File: src/rtl/issue_hazard_ctrl.sv
// issue_hazard_ctrl: single-entry issue buffer between decode and execution.
// Holds one decoded instruction, checks it against the register in-use
// scoreboard for RAW/WAW hazards and issues it only when it is hazard free.
// After reset or flush it drives the scoreboard clear for CLEAR_CYCLES cycles
// before accepting anything.
//
// Handshakes (decode side and issue side) are strict valid/ready: a transfer
// happens in a cycle where valid && ready are both high at the rising edge.
// Valid never depends on ready. Once raised, iss_valid_o and the issue fields
// hold stable until the transfer completes. The only exception is gc_flush_i,
// which withdraws the buffered instruction.
module issue_hazard_ctrl #(
    parameter int unsigned CLEAR_CYCLES = 32,
    parameter int unsigned ID_W         = 3
) (
    input  logic            clk_i,
    input  logic            rst_ni,
    input  logic            gc_flush_i,
    // decode side
    input  logic            dec_valid_i,
    output logic            dec_ready_o,
    input  logic [4:0]      dec_rs1_addr_i,
    input  logic [4:0]      dec_rs2_addr_i,
    input  logic [4:0]      dec_rd_addr_i,
    input  logic            dec_uses_rs1_i,
    input  logic            dec_uses_rs2_i,
    input  logic            dec_uses_rd_i,
    input  logic [ID_W-1:0] dec_id_i,
    // scoreboard read ports (combinational data return)
    output logic [4:0]      rs1_addr_o,
    output logic [4:0]      rs2_addr_o,
    output logic [4:0]      rd_inuse_addr_o,
    input  logic            rs1_inuse_i,
    input  logic            rs2_inuse_i,
    input  logic            rd_inuse_i,
    // writeback retire snoop
    input  logic            retired_i,
    input  logic [4:0]      retired_rd_addr_i,
    // scoreboard update / clear
    output logic            issued_o,
    output logic [4:0]      issued_rd_addr_o,
    output logic            clr_o,
    // issue side
    output logic            iss_valid_o,
    input  logic            iss_ready_i,
    output logic [ID_W-1:0] iss_id_o,
    output logic [4:0]      iss_rd_addr_o,
    output logic            init_done_o,
    // debug visibility
    output logic            dbg_state_o,
    output logic            dbg_buf_valid_o
);

    localparam int unsigned CNT_W = (CLEAR_CYCLES > 1) ? $clog2(CLEAR_CYCLES) : 1;
    localparam logic [CNT_W-1:0] CNT_LAST = CNT_W'(CLEAR_CYCLES - 1);

    typedef enum logic {
        ST_CLEAR = 1'b0,
        ST_RUN   = 1'b1
    } state_e;

    state_e          state_q;
    logic [CNT_W-1:0] cnt_q;
    logic            clr_q;
    logic            init_done_q;

    logic            buf_valid_q;
    logic [4:0]      rs1_q;
    logic [4:0]      rs2_q;
    logic [4:0]      rd_q;
    logic            uses_rs1_q;
    logic            uses_rs2_q;
    logic            uses_rd_q;
    logic [ID_W-1:0] id_q;

    logic run;
    logic byp_rs1;
    logic byp_rs2;
    logic byp_rd;
    logic hz_rs1;
    logic hz_rs2;
    logic hz_rd;
    logic iss_valid;
    logic fire;
    logic dec_ready;
    logic accept;

    assign run = (state_q == ST_RUN);

    // A retire in the same cycle releases the register early (bypass); the
    // snoop is only trusted once the scoreboard clear has finished.
    assign byp_rs1 = run && retired_i && (retired_rd_addr_i == rs1_q);
    assign byp_rs2 = run && retired_i && (retired_rd_addr_i == rs2_q);
    assign byp_rd  = run && retired_i && (retired_rd_addr_i == rd_q);

    // x0 is never a hazard source.
    assign hz_rs1 = uses_rs1_q && (rs1_q != 5'd0) && rs1_inuse_i && !byp_rs1;
    assign hz_rs2 = uses_rs2_q && (rs2_q != 5'd0) && rs2_inuse_i && !byp_rs2;
    assign hz_rd  = uses_rd_q  && (rd_q  != 5'd0) && rd_inuse_i  && !byp_rd;

    // Flush withdraws the offer in the same cycle so no fire can coincide.
    assign iss_valid = run && buf_valid_q && !hz_rs1 && !hz_rs2 && !hz_rd && !gc_flush_i;
    assign fire      = iss_valid && iss_ready_i;
    assign dec_ready = run && (!buf_valid_q || fire) && !gc_flush_i;
    assign accept    = dec_valid_i && dec_ready;

    assign dec_ready_o      = dec_ready;
    assign iss_valid_o      = iss_valid;
    assign iss_id_o         = id_q;
    assign iss_rd_addr_o    = rd_q;
    assign rs1_addr_o       = rs1_q;
    assign rs2_addr_o       = rs2_q;
    assign rd_inuse_addr_o  = rd_q;
    assign issued_o         = fire && uses_rd_q && (rd_q != 5'd0);
    assign issued_rd_addr_o = rd_q;
    assign clr_o            = clr_q;
    assign init_done_o      = init_done_q;
    assign dbg_state_o      = state_q;
    assign dbg_buf_valid_o  = buf_valid_q;

    // Clear/run sequencer with registered clr and init_done.
    always_ff @(posedge clk_i or negedge rst_ni) begin
        if (!rst_ni) begin
            state_q     <= ST_CLEAR;
            cnt_q       <= '0;
            clr_q       <= 1'b1;
            init_done_q <= 1'b0;
        end else if (gc_flush_i) begin
            state_q     <= ST_CLEAR;
            cnt_q       <= '0;
            clr_q       <= 1'b1;
            init_done_q <= 1'b0;
        end else begin
            case (state_q)
                ST_CLEAR: begin
                    if (cnt_q == CNT_LAST) begin
                        state_q     <= ST_RUN;
                        cnt_q       <= '0;
                        clr_q       <= 1'b0;
                        init_done_q <= 1'b1;
                    end else begin
                        cnt_q <= cnt_q + 1'b1;
                    end
                end
                ST_RUN: begin
                    state_q     <= ST_RUN;
                    clr_q       <= 1'b0;
                    init_done_q <= 1'b1;
                end
                default: begin
                    state_q     <= ST_CLEAR;
                    cnt_q       <= '0;
                    clr_q       <= 1'b1;
                    init_done_q <= 1'b0;
                end
            endcase
        end
    end

    // Single-entry buffer: flush drops it, accept refills it, fire empties it.
    always_ff @(posedge clk_i or negedge rst_ni) begin
        if (!rst_ni) begin
            buf_valid_q <= 1'b0;
            rs1_q       <= '0;
            rs2_q       <= '0;
            rd_q        <= '0;
            uses_rs1_q  <= 1'b0;
            uses_rs2_q  <= 1'b0;
            uses_rd_q   <= 1'b0;
            id_q        <= '0;
        end else if (gc_flush_i) begin
            buf_valid_q <= 1'b0;
        end else if (accept) begin
            buf_valid_q <= 1'b1;
            rs1_q       <= dec_rs1_addr_i;
            rs2_q       <= dec_rs2_addr_i;
            rd_q        <= dec_rd_addr_i;
            uses_rs1_q  <= dec_uses_rs1_i;
            uses_rs2_q  <= dec_uses_rs2_i;
            uses_rd_q   <= dec_uses_rd_i;
            id_q        <= dec_id_i;
        end else if (fire) begin
            buf_valid_q <= 1'b0;
        end
    end

endmodule

File: config.mk
export PLATFORM = sky130hd
export DESIGN_NAME = issue_hazard_ctrl
export DESIGN_NICKNAME = d
export VERILOG_FILES = /design/src/rtl/issue_hazard_ctrl.sv
export SDC_FILE = /design/constraint.sdc
export NUM_CORES = 1
export LEC_CHECK = 0
export ABC_AREA = 1
export CORE_MARGIN = 4
export CORE_UTILIZATION = 40
export CTS_CLUSTER_DIAMETER = 60
export DETAILED_ROUTE_END_ITERATION = 10
export PLACE_DENSITY = 0.72
export SLEW_MARGIN = 25
export SYNTH_ARGS = -nofsm -noshare
export SYNTH_HDL_FRONTEND = slang
export SYNTH_SLANG_ARGS = --single-unit
File: constraint.sdc
create_clock -name clk_i -period 1.6 [get_ports clk_i]
set_input_delay 0.16 -clock clk_i [delete_from_list [all_inputs] [get_ports clk_i]]
set_output_delay 0.16 -clock clk_i [all_outputs]
set_load 0.01 [all_outputs]
==> results of run 1 <==
-- metal layers --
metal	up-vias	part of all wire	global-route usage
met3	4	0.093	0.0703
li1	948	-	-
met5	-	0	0
met2	73	0.49	0.330
met1	879	0.41	0.257
met4	0	0.0066	0.0672
-- final cells by class --
cell class | instances | area (um2) | area share
Sequential cell | 30 | 752 | 0.262
Tap cell | 50 | 62.6 | 0.0218
Clock inverter | 1 | 30.0 | 0.0105
Multi-Input combinational cell | 166 | 898 | 0.314
Inverter | 30 | 113 | 0.0393
Clock buffer | 7 | 76.3 | 0.0266
Timing Repair Buffer | 100 | 933 | 0.326
-- power by group through the flow --
stage               logic (mW)  registers (mW)  clock network [mW]
global route              1.32            1.03               0.796
CTS                       1.18            1.01               0.749
global placement          1.11            1.02                   0
detailed placement        1.13            1.02                   0
finish                    1.21            1.01               0.738
floorplan                0.435            1.08                   0
-- cell families (layout without fill, tap and decap cells) --
group	count (synthesis)	count (layout)	synth area share
flops	30	30	0.426
xor+xnor	1	1	0.00496
simple gates	147	150	0.371
buf+inv	48	138	0.136
compound gates	13	13	0.0482
fa+ha+maj	2	2	0.0142
-- repair_timing --
action | CTS | global route
endpoints found under the setup margin | 25 | 25
resized for setup | 31 | 21
gates cloned | 3 | 0
hold buffers | 0 | 0
pin swaps | 5 | 9
buffers inserted | 0 | 2
-- registers in the layout, indices dropped and copies added, names as in the netlist --
| name | flops |
|---|---|
| rs1_addr_o | 5 |
| uses_rs1_q | 1 |
| uses_rd_q | 1 |
| uses_rs2_q | 1 |
| dbg_state_o | 1 |
| init_done_o | 1 |
| clr_o | 1 |
| rs2_addr_o | 5 |
| dbg_buf_valid_o | 1 |
| iss_rd_addr_o | 5 |
| cnt_q | 5 |
| iss_id_o | 3 |
-- worst max-delay path: stages --
cell	delay, ns
clkdlybuf4s50_1	0.53
inv_2	0.07
nand2_1	0.07
nand2_1	0.06
nor2_1	0.14
nand3_1	0.09
nand2_1	0.07
nand2_1	0.06
inv_2	0.08
nand3_4	0.09
a21oi_2	0.14
buf_2	0.14
-- synth_stat cells (2+ instances only) --
master / instances
clkbuf_1: 4
nand4_1: 22
nor2_1: 22
o21ai_1: 3
a21oi_1: 3
nand2_1: 91
nand3_1: 6
a22o_1: 2
buf_4: 12
inv_1: 25
inv_2: 5
ha_1: 2
buf_6: 2
dfrtp_1: 29
-- stage by stage --
| step | setup WS (ns) | hold slack [ns] | instance area [um2] |
|---|---|---|---|
| finish | -0.256 | 0.262 | 2870 |
| global route | -0.388 | 0.290 | 2870 |
| CTS | -0.228 | 0.275 | 2800 |
| detailed placement | -0.623 | 0.459 | 2610 |
| global placement | -0.609 | 0.454 | 2610 |
| floorplan | 0.0612 | -0.136 | 1770 |
-- final timing paths --
kind / from / end / cells after the start
setup / recovery: retired_rd_addr_i[2] / dec_ready_o / 12
hold / removal: rst_ni / cnt_q[0]$_DFFE_PN0P_ / 2
setup reg to reg: rs2_addr_o[1]$_DFFE_PN0P_ / rs1_addr_o[3]$_DFFE_PN0P_ / 14
hold reg to reg: iss_id_o[0]$_DFFE_PN0P_ / iss_id_o[0]$_DFFE_PN0P_ / 2
max in group asynchronous: rst_ni / clr_o$_DFFE_PN1P_ / 2
min in group clk_i: dec_rd_addr_i[0] / iss_rd_addr_o[0]$_DFFE_PN0P_ / 3
==> qor.txt, run 1 <==
Status = finished with violations
Failing checks = setup timing
Die height = 74.4 um
PortBufs = 69
RePlAce Congestion = 0.890
Synthesis Warnings = 0
Main synth FF type = dfrtp_1
Worst Tran Pin Value = 0.463 ns
Total power = 2.96 mW
Max clock buf depth = 2
FP Rows = 23
Syn_area_per_cell = 7.33 um2
First-pass GRT wire length = 8540 um
Lkg Pwr = 1.45 nW
Worst Path Arrival = 1.70 ns
# diodes = 0
Clock power share = 0.250
Sequential share of power = 0.342
# DRC = 0
Routed wire length = 5270 um
Period utilization = 1.16
Max_cap viols = 0
Ys async rst share = 1.00
Die Area = 5540 um2
Initial DRC Count = 75
Slew HR = 0.690
I/O pin count = 70
Clock Root Buffer = clkbuf_8
Endpoints failing setup = 25
Synth area leader = dfrtp_1
Hpwl dp = 3620 um
Setup_tns = -4.91 ns
P_sw = 0.932 mW
Pint = 2.02 mW
Post-synthesis register bit count = 30
Drt wl/cell = 13.7 um
Nets = 370
Via/cell ratio = 4.96
DIE WIDTH = 74.4 um
Cell area power density = 1030 nW/um2
Share of layout cells above drive strength 1 = 0.237
CP Capture Type = output pin
Min Tclk post-route = 1.86 ns
Achievable frequency = 539 MHz
Core area = 4140 um2
Antenna violations before repair = 0
Largest net degree at the start of global routing = 31
Post-Syn Instances = 241
Yosys cell types = 27
Number of buffers created by CTS = 5
Drt pass-1 iters = 4
Antenna-violating nets left = 0
Area share of the largest cell type after synthesis = 0.411
Comb pwr share = 0.409
Maximum net fanout on the critical path = 4
Worst skew pair latency = 0.28 ns
GRT overflow = 0
Net Sw Frac = 0.316
Fill cell count = 354
H-tree depth = 2
Most frequent cells in the layout = nand2_1, clkdlybuf4s50_1, dfrtp_1
Post-Syn Area = 1770 um2
R2R Setup Slk = -0.22 ns
Data required, critical path = 1.44 ns
Final Max Tran Viols = 0
RSZ-0062 raised after global routing = true
Fin. Hold Viols = 0
Clock Skews = 0.00752 ns
Final setup margin = -0.256 ns
Clk slew on worst S/H paths = 0.06 ns
Clock Sinks = 30
Commonest non-fill, non-tap cell in the layout = nand2_1
Peak VDD IR = 0.703 mV
Min-delay worst type = in -> async
Synth-to-layout area growth = 62.3%
Fin util = 0.691
Starting Density = 0.426
Crit path launch type = input pin
Layout Cells excl Fill = 384
Post-Syn Nets = 278
Setup CP Type = in -> out
Placed cells = 371
Vias = 1904
Post-synthesis sequential area ratio = 0.426
Vias in the first global route = 1871
CTS tree = built
GRT Total Usage = 0.204
Post-synth EDFFs = 0
Most area-consuming cells after synthesis = dfrtp_1, nand2_1, nand4_1
(Power assumes the default switching activity.)
==> inputs of run 2 (changes only) <==
--- a/config.mk
+++ b/config.mk
@@ -8,10 +8,12 @@
 export ABC_AREA = 1
 export CORE_MARGIN = 4
 export CORE_UTILIZATION = 40
-export CTS_CLUSTER_DIAMETER = 60
+export CTS_BUF_LIST = sky130_fd_sc_hd__clkbuf_4 sky130_fd_sc_hd__clkbuf_8 sky130_fd_sc_hd__clkbuf_16
+export CTS_CLUSTER_DIAMETER = 100
 export DETAILED_ROUTE_END_ITERATION = 10
 export PLACE_DENSITY = 0.72
 export SLEW_MARGIN = 25
 export SYNTH_ARGS = -nofsm -noshare
 export SYNTH_HDL_FRONTEND = slang
 export SYNTH_SLANG_ARGS = --single-unit
+export TNS_END_PERCENT = 20
==> qor.txt, run 2 (same netlist as run 1, synthesis figures left out) <==
CP Capture Type = output pin
Worst Path Arrival = 1.66 ns
DIE WIDTH = 74.4 um
Most frequent cells in the layout = nand2_1, clkdlybuf4s50_1, dfrtp_1, buf_4
Peak VDD IR = 0.649 mV
First-pass GRT wire length = 8420 um
Endpoints failing setup = 25
# DRC = 0
Initial DRC Count = 97
Final setup margin = -0.220 ns
PortBufs = 69
Slowest cell on the critical path = dfrtp_1
Critical Path Max Stage Delay = 0.41 ns
# diodes = 0
Share of layout cells above drive strength 1 = 0.202
Fin. Hold Viols = 0
Setup CP Type = reg -> out
Worst Tran Pin Value = 0.392 ns
Clk slew on worst S/H paths = 0.06 ns
Vias = 1861
Routed wire length = 5160 um
Die Area = 5540 um2
Slew HR = 0.739
RSZ-0062 raised after global routing = true
RePlAce Congestion = 0.890
Final Max Tran Viols = 0
CP Cell Sequence = inv_2 -> nand2_2 -> a21oi_2 -> nand3_1 -> a21oi_2 -> nand3_4 -> a21oi_2 -> buf_2
Largest net degree at the start of global routing = 31
GRT Total Usage = 0.200
Clock Sinks = 30
Hpwl dp = 3620 um
Crit path top cell by count = a21oi_2
Min Tclk post-route = 1.82 ns
H-tree depth = 2
WP buf/inv = 2
CTS tree = built
Max clock buf depth = 2
Pre-CTS setup slack = -0.623 ns
Hold_buf cts = 0
Drt pass-1 iters = 4
Period utilization = 1.14
Commonest non-fill, non-tap cell in the layout = nand2_1
Setup_tns = -4.17 ns
Largest delay share family, worst path = compound AO/OA/AOI/OAI gates
GRT overflow = 0
Vias in the first global route = 1828
Worst skew pair latency = 0.28 ns
Antenna violations before repair = 0
Antenna-violating nets left = 0
I/O pin count = 70
Via/cell ratio = 4.87
Drt wl/cell = 13.5 um
Cell area power density = 1050 nW/um2
Status = finished with violations
Clock Root Buffer = clkbuf_8
Maximum net fanout on the critical path = 3
FP Rows = 23
Data required, critical path = 1.44 ns
Synth-to-layout area growth = 58.5%
Achievable frequency = 549 MHz
Core area = 4140 um2
Total power = 2.94 mW
Failing checks = setup timing
Die height = 74.4 um
Fill cell count = 366
Lkg Pwr = 1.44 nW
Number of buffers created by CTS = 5
Clock Skews = 0.00886 ns
Max_cap viols = 0
Min-delay worst type = in -> async
Nets = 368
Crit path launch type = flop
Starting Density = 0.426
run 2: cell types whose count changed in the layout (fill, tap and decap cells not counted), sizes merged:
cell,delta
buf,-1
nand3,-1
run 2: final timing paths:
check / start / to / slack [ns] / cells past startpoint
min in group clk_i: dec_rd_addr_i[0] / iss_rd_addr_o[0]$_DFFE_PN0P_ / 0.45 / 3
max in group asynchronous: rst_ni / clr_o$_DFFE_PN1P_ / 1.01 / 2
max: rs1_addr_o[4]$_DFFE_PN0P_ / dec_ready_o / -0.22 / 8
min: rst_ni / iss_id_o[2]$_DFFE_PN0P_ / 0.27 / 2
min reg2reg: iss_id_o[1]$_DFFE_PN0P_ / iss_id_o[1]$_DFFE_PN0P_ / 0.47 / 2
max reg2reg: rs1_addr_o[4]$_DFFE_PN0P_ / uses_rs2_q$_DFFE_PN0P_ / -0.18 / 11
run 2: worst register-to-register path, delay by kind of cell (launching register included):
family,cells,cell delay [ns]
AND/OR/NAND/NOR,7,0.68
flip-flops,1,0.41
AO/OA/AOI/OAI,2,0.35
buffers and inverters,2,0.25
run 2: layout make-up:
type | instances | area, um2 | area share
repair buffers | 99 | 908 | 0.325
multi-input cells | 165 | 850 | 0.304
flip-flops and latches | 30 | 752 | 0.269
inverters | 30 | 113 | 0.0402
clock buffers | 7 | 83.8 | 0.0300
well taps | 50 | 62.6 | 0.0224
clock inverters | 1 | 30.0 | 0.0107
run 2: through the flow:
| step | cells | util | area [um2] | hold WS (ns) |
|---|---|---|---|---|
| 2_1_floorplan | 241 | - | 1770 | -0.136 |
| 3_3_place_gp | 371 | 0.630 | 2610 | 0.454 |
| 3_5_place_dp | 371 | 0.630 | 2610 | 0.459 |
| 4_1_cts | 381 | 0.670 | 2780 | 0.275 |
| 5_1_grt | 382 | 0.675 | 2800 | 0.293 |
| 6_report | 382 | 0.675 | 2800 | 0.271 |
run 2: repair_timing:
item / CTS / global route
hold endpoints to repair: 0 / 0
setup endpoints to repair: 25 / 25
gates resized for setup: 25 / 10
buffers inserted: 0 / 1
pin swaps: 5 / 4
cloned: 2 / 0
run 2: per-layer routing:
layer | track usage | up-vias | share of wire
met4 | 0.0474 | 0 | 0.011
met5 | 0 | - | 0
met2 | 0.329 | 58 | 0.49
met3 | 0.0649 | 8 | 0.074
met1 | 0.257 | 852 | 0.42
li1 | - | 943 | -
run 2: where the power goes:
part	switching, mW	leakage [nW]	internal [mW]	total (mW)
sequential	0.111	0.380	0.895	1.01
clock	0.267	0.0593	0.499	0.766
combinational	0.526	0.998	0.638	1.16
